--- src/rtl/count_ones_pkg.sv ---
// Shared constants and helpers for the count_ones population counter.
// Latency: n/a (package only).
// Backpressure: n/a (package only).
package count_ones_pkg;

  // Default input vector width in bits (multiple of 4, 4..64).
  localparam int DEFAULT_WIDTH = 16;

  // Width of a per-nibble count: a nibble holds 0..4 set bits.
  localparam int NIBBLE_CNT_W = 3;

  // Bits needed to represent 0..w inclusive, so an all-ones vector never wraps.
  function automatic int cnt_width(input int w);
    return $clog2(w + 1);
  endfunction

endpackage

--- src/rtl/count_ones_nibble_popcount.sv ---
// Counts the set bits of one 4-bit nibble; X/Z bits count as zero.
// Latency: combinational, zero cycles.
// Backpressure: none, pure function of its input.
module nibble_popcount
  import count_ones_pkg::*;
(
  input  logic [3:0]              nib,
  output logic [NIBBLE_CNT_W-1:0] cnt
);

  // Only a definite 1 contributes; unknown bits are treated as 0.
  always_comb begin
    cnt = '0;
    for (int i = 0; i < 4; i++) begin
      if (nib[i] === 1'b1) begin
        cnt = cnt + 1'b1;
      end
    end
  end

endmodule

--- src/rtl/count_ones.sv ---
// Two-stage pipelined population count of a WIDTH-bit vector.
// Latency: vec taken at edge N appears on count with out_valid after edge N+1.
// Backpressure: none; one result per cycle, each shown for exactly one cycle.
module count_ones
  import count_ones_pkg::*;
#(
  parameter int WIDTH = DEFAULT_WIDTH,
  parameter int CNT_W = cnt_width(WIDTH)
) (
  input  logic             clk,
  input  logic             rst_n,
  input  logic             in_valid,
  input  logic [WIDTH-1:0] vec,
  output logic             out_valid,
  output logic [CNT_W-1:0] count
);

  localparam int NIB    = WIDTH / 4;
  // Tree leaves rounded up to a power of two; unused leaves are tied to zero.
  localparam int LEAVES = 1 << $clog2(NIB);

  logic [NIBBLE_CNT_W-1:0] nib_cnt [NIB];
  logic [NIBBLE_CNT_W-1:0] nib_q   [NIB];
  logic                    vld_s1;
  logic [CNT_W-1:0]        tree    [1:2*LEAVES-1];
  logic [CNT_W-1:0]        sum;

  for (genvar g = 0; g < NIB; g++) begin : g_nib
    nibble_popcount u_pop (
      .nib (vec[4*g +: 4]),
      .cnt (nib_cnt[g])
    );
  end

  // Stage 1: capture per-nibble counts for qualified vectors; valid shifts every cycle.
  always_ff @(posedge clk or negedge rst_n) begin
    if (!rst_n) begin
      vld_s1 <= 1'b0;
      for (int i = 0; i < NIB; i++) begin
        nib_q[i] <= '0;
      end
    end else begin
      vld_s1 <= in_valid;
      if (in_valid) begin
        nib_q <= nib_cnt;
      end
    end
  end

  // Heap-ordered binary adder tree; every node is CNT_W wide so no carry is dropped.
  always_comb begin
    tree = '{default: '0};
    for (int i = 0; i < NIB; i++) begin
      tree[LEAVES+i] = CNT_W'(nib_q[i]);
    end
    for (int i = LEAVES - 1; i >= 1; i--) begin
      tree[i] = tree[2*i] + tree[2*i+1];
    end
    sum = tree[1];
  end

  // Stage 2: publish the sum; count holds its last value through bubbles.
  always_ff @(posedge clk or negedge rst_n) begin
    if (!rst_n) begin
      out_valid <= 1'b0;
      count     <= '0;
    end else begin
      out_valid <= vld_s1;
      if (vld_s1) begin
        count <= sum;
      end
    end
  end

endmodule

--- config.mk ---
export PLATFORM = sky130hd
export DESIGN_NAME = count_ones
export DESIGN_NICKNAME = d
export VERILOG_FILES = /design/src/rtl/count_ones_pkg.sv /design/src/rtl/count_ones_nibble_popcount.sv /design/src/rtl/count_ones.sv
export SDC_FILE = /design/constraint.sdc
export NUM_CORES = 1
export LEC_CHECK = 0
export ABC_AREA = 1
export CORE_MARGIN = 2
export CORE_UTILIZATION = 35
export CTS_CLUSTER_SIZE = 14
export DETAILED_ROUTE_END_ITERATION = 6
export GPL_TIMING_DRIVEN = 1
export MAX_ROUTING_LAYER = met4
export PLACE_DENSITY = 0.65
export SYNTH_ARGS = -nofsm -noshare
export SYNTH_HDL_FRONTEND = slang
export SYNTH_SLANG_ARGS = --single-unit
--- constraint.sdc ---
create_clock -name clk -period 3.9 [get_ports clk]
set_input_delay 1.17 -clock clk [delete_from_list [all_inputs] [get_ports clk]]
set_output_delay 1.17 -clock clk [all_outputs]
set_load 0.005 [all_outputs]
# == After elaboration in Yosys (flattened, before gate mapping) ==
# Cells that the tools add are included.
# word_totals
regBits,19
# op_classes
addsub,15
n_eq_ne,16
mux,16
# op_table
cell,count
2-to-1 mux 3 bit,12
"adder 3 x 1 -> 3 bit, second input constant",8
"=== test 1 bit, second input constant",16
"adder 1 x 1 -> 2 bit, second input constant",4
adder 3 x 3 -> 4 bit,2
adder 4 x 4 -> 5 bit,1
2-to-1 mux 1 bit,4

# == Logic depth before layout (Yosys ltp) ==
# Gate-level depths: netlist of run 1.
# depth
word_depth,8
ltp_mapped,12
mapped_depth_nobuf,12

# == Hierarchy ==
# A second synthesis of run 1 with hierarchy kept.
# hier_totals
cells_unflattened,178
area_unflattened_um2,1478.9
# by_module_without_submodules
mod,n_inst,cells_each,area_per_inst_um2,seq_area_each_um2
count_ones,1,70,928.4,475.5
nibble_popcount,4,27,137.6,0.0

# == Worst setup path before layout of run 1 ==
# OpenSTA, ideal clock, no wires.
# synth_timing
path_kind,register -> register
start,register nib_q[1] (netlist name)
end,register count[3]
t_arrival_ns,2.257
required_ns,3.817
setup_slack_ns,1.561
stages_incl_launch_ff,10
n_path_buf,0
cell_sequence,dfrtp_1 inv_1 fa_1 inv_1 fa_1 ha_1 inv_1 fa_1 xor2_1 o21ai_0
# synth_via
elab_chain_cells,2
# synth_lines
element,line,text
from (decl),count_ones.sv:23,logic [NIBBLE_CNT_W-1:0] nib_q [NIB];
from (signal assigned),count_ones.sv:45,nib_q <= nib_cnt;
adder 3 x 3 -> 4 bit,count_ones.sv:57,tree[i] = tree[2*i] + tree[2*i+1];
adder 4 x 4 -> 5 bit,count_ones.sv:57,
to (signal assigned),count_ones.sv:70,count <= sum;
to (decl),count_ones.sv:15,output logic [CNT_W-1:0] count
# No other way between the ends.
# A chain may end at the register's enable or synchronous reset.

# == Worst setup path in the final report of run 1 ==
# layout_timing
start,input port vec[0]
end,register nib_q[10] (netlist name)
# layout_via
elab_chain_cells,8
# layout_lines
element,line,text
from (decl),count_ones.sv:13,"input logic [WIDTH-1:0] vec,"
=== test 1 bit *,count_ones_nibble_popcount.sv:15,if (nib[i] === 1'b1) begin
2-to-1 mux 1 bit *,count_ones_nibble_popcount.sv:15,
adder 1 x 1 -> 2 bit,count_ones_nibble_popcount.sv:16,cnt = cnt + 1'b1;
2-to-1 mux 3 bit *,count_ones_nibble_popcount.sv:15,
adder 3 x 1 -> 3 bit,count_ones_nibble_popcount.sv:16,
2-to-1 mux 3 bit *,count_ones_nibble_popcount.sv:15,
adder 3 x 1 -> 3 bit,count_ones_nibble_popcount.sv:16,
2-to-1 mux 3 bit *,count_ones_nibble_popcount.sv:15,
# Mark *: on every way between the ends. The rest lies on a longest branch, timed or not.

==> results.json, run 1 <==
{
  "wl_per_cell_um": 9.14,
  "start_util": 0.366,
  "final_hold_viol_count": 0,
  "irDropWorstVdd_v": 0.000136,
  "clk_pin_slew_worst_paths_ps": 70,
  "clock_latency_ps": 260,
  "finalCritPeriodShare": 0.670,
  "cpMostUsedCell": "inv_1",
  "cp.required_ps": 4040,
  "hold_class": "flip-flop to flip-flop",
  "dr.pass1.iters": 4,
  "synth-seq-cells": 19,
  "cp.arrival_ps": 2760,
  "gp_congestion": 0.764,
  "syn-num-nets": 237,
  "r2r_cells": 9,
  "htree_levels": 1,
  "drive_gt1_frac": 0.0360,
  "hp-start": "vld_s1",
  "status": "finished clean",
  "antenna_found_initial": 0,
  "cts_buffers": 3,
  "worst_pin_slew_ps": 861,
  "die_w_um": 68.6,
  "hold_path_depth": 0,
  "viasPerCell": 4.44,
  "row_count": 23,
  "worst_slack_ps": 1290,
  "worst_path_max_delay_cell": "clkdlybuf4s50_1",
  "fin_cells": 272,
  "grt_pass1_wl_um": 4550,
  "rr_startpoint": "nib_q[1]",
  "ys_seq_area_frac": 0.325,
  "routed_wl_um": 2490,
  "nets": 264,
  "fmax_ghz": 0.383,
  "post-place-ws_ps": 1000,
  "crit_chain": "clkdlybuf4s50_1, inv_1, ha_1, inv_1, nand2_1, nand2_1, inv_1, ha_1, a21oi_1, a21oi_1",
  "grt_overflow": 0,
  "coreArea_um2": 4000,
  "syn2layout_area_growth_pct": 22.1,
  "clock-sinks": 19,
  "crit_path_start": "vec[0]",
  "drc": 0,
  "setup_violations": 0,
  "cts_tree": "built",
  "final_cell_mix": "64 x nand2_1, 45 x inv_1, 24 x clkdlybuf4s50_1, 21 x nand3_1, 19 x dfrtp_1",
  "finalCriticalPeriod_ps": 2610,
  "drt_iter0_markers": 49,
  "yosys_warnings": 0,
  "critical_path_class": "input pin to flip-flop",
  "clockBufferDepth": 2,
  "skew_ps": 3.70,
  "endpoint_kind": "flip-flop",
  "first_global_vias": 1128,
  "cp_max_fo": 3,
  "postCtsSetupBuffers": 0,
  "syn_inst": 196,
  "portBuffers": 24,
  "slew_headroom": 0.424,
  "maxCapViolCount": 0,
  "antenna_cells": 0,
  "grt_util_all_layers": 0.133,
  "hpwl_um": 2060,
  "setup.worst_path.start_class": "input pin",
  "reg2reg_to": "count[3]",
  "synth_area_um2": 1460,
  "min_to": "out_valid",
  "fill_cells": 393,
  "cts-root-buf": "clkbuf_8",
  "rsz0062_at_grt": "false",
  "via_count": 1208,
  "synth_cell_types": 15,
  "max_stage_delay_ps": 480,
  "rrSetupSlack_ps": 1460,
  "slew_violations": 0,
  "layout_commonest_cell": "nand2_1",
  "ctsResizeCount": 0,
  "die_area_um2": 4710,
  "pin_count": 25,
  "p_leak_nw": 1.04,
  "p_per_area_nw_per_um2": 378,
  "dpl.cell_count": 268,
  "fin_tns_setup_ps": 0,
  "grt_max_degree": 20,
  "die_h_um": 68.6,
  "ant_nets": 0,
  "hold_buffers": 0,
  "syn_avg_cell_area_um2": 7.46
}
[cells in the mapped netlist]
| cell | count | area, µm² |
|---|---|---|
| inv_2 | 3 | 11.3 |
| nor2_1 | 4 | 15.0 |
| a21oi_1 | 7 | 35.0 |
| inv_1 | 45 | 169 |
| nand2_1 | 64 | 240 |
| ha_1 | 16 | 200 |
| o21a_1 | 4 | 30.0 |
| dfrtp_1 | 19 | 475 |
| o21ai_0 | 2 | 10.0 |
| a21oi_2 | 2 | 17.5 |
| nand3_1 | 21 | 105 |
| buf_6 | 1 | 11.3 |
| fa_1 | 6 | 120 |
| clkbuf_8 | 1 | 13.8 |
| xor2_1 | 1 | 8.76 |
[power by group]
part	switching (mW)	internal [mW]	total, mW
Clock	0.0642	0.0727	0.137
Sequential	0.0247	0.238	0.263
Combinational	0.132	0.143	0.274
[final cells by class]
class | count | area, µm² | share of cell area
clock buffer | 4 | 45.0 | 0.0252
inverter | 48 | 180 | 0.101
multi-input combinational | 127 | 782 | 0.438
sequential | 19 | 475 | 0.266
tap | 50 | 62.6 | 0.0350
timing repair buffer | 24 | 240 | 0.135
[critical path, delay by kind of cell]
| kind | cells | cell delay [ps] |
|---|---|---|
| adders and majority gates | 2 | 590 |
| buffers and inverters | 4 | 630 |
| and+or+nand+nor | 2 | 130 |
| AOI/OAI and AO/OA | 2 | 230 |
[per-stage QoR]
step / power (mW) / hold slack [ps] / cell area, µm² / utilization
finish: 0.674 / 450 / 1790 / 0.446
global route: 0.753 / 472 / 1790 / 0.446
CTS: 0.689 / 463 / 1790 / 0.446
detailed placement: 0.545 / 447 / 1740 / 0.435
global placement: 0.538 / 440 / 1740 / 0.435
floorplan: 0.435 / 413 / 1460 / -
[worst max-delay path by stage]
stage	slack, ps	end
finish	1290	nib_q[10]
global route	1120	nib_q[10]
CTS	1280	nib_q[10]
detailed placement	1000	nib_q[10]
global placement	1030	nib_q[10]
floorplan	1560	count[3]
[sequential cells by signal, summed over array words and instances (netlist names)]
name,flops
nib_q,12
count,5
out_valid,1
vld_s1,1
[kinds of logic after synthesis]
group	Yosys count	synth area share
AOI/OAI and AO/OA	15	0.0633
xor gates and xnor gates	1	0.00599
adders and majority gates	22	0.219
buffers and inverters	50	0.140
DFF	19	0.325
and+or+nand+nor	89	0.246
[per-layer routing]
metal	track usage	vias up	wire length (µm)
met5	-	-	0
met4	0.0600	0	52
met2	0.221	20	1150
li1	-	647	-
met1	0.159	536	1200
met3	0.0195	5	83
Power figures use the tool's default switching activity.
==> run 2, diff against run 1 <==
--- a/config.mk
+++ b/config.mk
@@ -12,7 +12,7 @@
 export DETAILED_ROUTE_END_ITERATION = 6
 export GPL_TIMING_DRIVEN = 1
 export MAX_ROUTING_LAYER = met4
-export PLACE_DENSITY = 0.65
+export PLACE_DENSITY = 0.67
 export SYNTH_ARGS = -nofsm -noshare
 export SYNTH_HDL_FRONTEND = slang
 export SYNTH_SLANG_ARGS = --single-unit
==> constraint.sdc (replaced) <==
create_clock -name clk -period 2.15 [get_ports clk]
set_input_delay 0.645 -clock clk [delete_from_list [all_inputs] [get_ports clk]]
set_output_delay 0.645 -clock clk [all_outputs]
set_load 0.005 [all_outputs]
==> results.json, run 2 (synthesized netlist as in run 1, its figures left out) <==
{
  "crit_chain": "inv_2, fa_1, inv_1, fa_1, ha_2, inv_2, fa_2, o21ai_1",
  "pin_count": 25,
  "routed_wl_um": 2820,
  "coreArea_um2": 4000,
  "clock_latency_ps": 250,
  "finalCritPeriodShare": 1.11,
  "largest_reg_flops": 12,
  "drive_gt1_frac": 0.136,
  "start_util": 0.366,
  "fill_cells": 381,
  "die_area_um2": 4710,
  "nets": 278,
  "syn2layout_area_growth_pct": 33.2,
  "portBuffers": 24,
  "critPathBufInv": 3,
  "fmax_ghz": 0.419,
  "viasPerCell": 4.41,
  "r2r_cells": 8,
  "hold_slack_ps": 453,
  "p_per_area_nw_per_um2": 666,
  "rsz0062_at_grt": "true",
  "cp.required_ps": 2280,
  "regArea_um2": 475,
  "grt_pass1_wl_um": 4880,
  "crit_path_start": "nib_q[7]",
  "hpwl_um": 2230,
  "worst_pin_slew_ps": 250,
  "worst_slack_ps": -236,
  "grt_util_all_layers": 0.139,
  "maxCapViolCount": 0,
  "rr_startpoint": "nib_q[7]",
  "failed_checks": "setup timing",
  "row_count": 23,
  "reg2reg_to": "count[2]",
  "drc": 0,
  "critical_path_class": "flip-flop to flip-flop",
  "die_w_um": 68.6,
  "dr.pass1.iters": 4,
  "gp_congestion": 0.779,
  "antenna_cells": 0,
  "slew_headroom": 0.833,
  "rrSetupSlack_ps": -240,
  "setup_violations": 3,
  "dpl.cell_count": 281,
  "multi_input_area_um2": 840,
  "max_stage_delay_ps": 530,
  "die_h_um": 68.6,
  "setup.worst_path.start_class": "flip-flop",
  "irDropWorstVdd_v": 0.000291,
  "ant_nets": 0,
  "slew_violations": 0,
  "reg.largest.list": "nib_q (12), count (5)",
  "cts_buffers": 3,
  "grt_overflow": 0,
  "layout_commonest_cell": "nand2_1",
  "setup.worst_path.end": "count[2]",
  "htree_levels": 1,
  "cp.arrival_ps": 2520,
  "finalCriticalPeriod_ps": 2390,
  "p_leak_nw": 1.10,
  "via_count": 1260,
  "cts_tree": "built",
  "fin_cells": 286,
  "top_register": "nib_q",
  "clk_pin_slew_worst_paths_ps": 70,
  "drt_iter0_markers": 46,
  "cts-root-buf": "clkbuf_8",
  "final_cell_mix": "63 x nand2_1, 42 x inv_1, 24 x clkdlybuf4s50_1, 21 x nand3_1, 19 x dfrtp_1",
  "hold_class": "flip-flop to flip-flop",
  "status": "finished, violations left",
  "final_hold_viol_count": 0,
  "clockBufferDepth": 2,
  "post-place-ws_ps": -278,
  "first_global_vias": 1236,
  "clock-sinks": 19,
  "worst_path_max_delay_cell": "fa_1",
  "wl_per_cell_um": 9.87,
  "endpoint_kind": "flip-flop",
  "skew_ps": 4.59,
  "grt_max_degree": 20,
  "cp_num_cells": 8,
  "cp_max_fo": 2,
  "crit_family": "adder cells",
  "antenna_found_initial": 0
}
-- run 2: area by class of cell --
type | instances | area share
inverters | 48 | 0.0925
flip-flops and latches | 19 | 0.244
well taps | 50 | 0.0321
clock buffers | 4 | 0.0231
multi-input cells | 127 | 0.431
repair buffers | 38 | 0.177
-- run 2: power breakdown --
group | switching, mW | internal (mW)
combinational | 0.270 | 0.310
clock | 0.107 | 0.131
sequential | 0.0467 | 0.432
-- run 2: routing by layer --
| metal | track usage | up-vias | wire length, µm |
|---|---|---|---|
| li1 | - | 672 | - |
| met1 | 0.162 | 566 | 1340 |
| met2 | 0.251 | 20 | 1370 |
| met3 | 0.0195 | 2 | 96 |
| met4 | 0.0300 | 0 | 13 |
| met5 | - | - | 0 |
-- run 2: how the worst min path moves through the flow --
stage                      start  slack [ps]         to  depth (start not counted)
after detailed placement  vld_s1         450  out_valid                          0
final                     vld_s1         450  out_valid                          0
after global routing      vld_s1         480  out_valid                          0
after floorplan            rst_n         350   count[0]                          0
after global placement    vld_s1         440  out_valid                          0
after CTS                 vld_s1         460  out_valid                          0
-- run 2: through the flow --
| step | setup TNS (ps) | instance area, µm² | util | power [mW] |
|---|---|---|---|---|
| after floorplan | -263 | 1470 | - | 0.801 |
| after global placement | -1570 | 1840 | 0.461 | 1.02 |
| after detailed placement | -1970 | 1840 | 0.461 | 1.05 |
| after CTS | -593 | 1890 | 0.472 | 1.30 |
| after global routing | -863 | 1950 | 0.487 | 1.43 |
| final | -554 | 1950 | 0.487 | 1.30 |
-- run 2: worst reg2reg max path, delay by kind of cell (launching register included) --
kind / cells / cell delay (ps)
adder cells (fa/ha/maj): 4 / 1720
buffers and inverters: 3 / 140
flip-flops: 1 / 360
AO/OA/AOI/OAI: 1 / 60
-- run 2: what timing repair did --
action | 4_1_cts | 5_1_grt
hold buffers | 0 | 0
pin swaps | 0 | 1
gates resized for setup | 2 | 6
buffers inserted | 0 | 1
setup endpoints to repair | 3 | 10
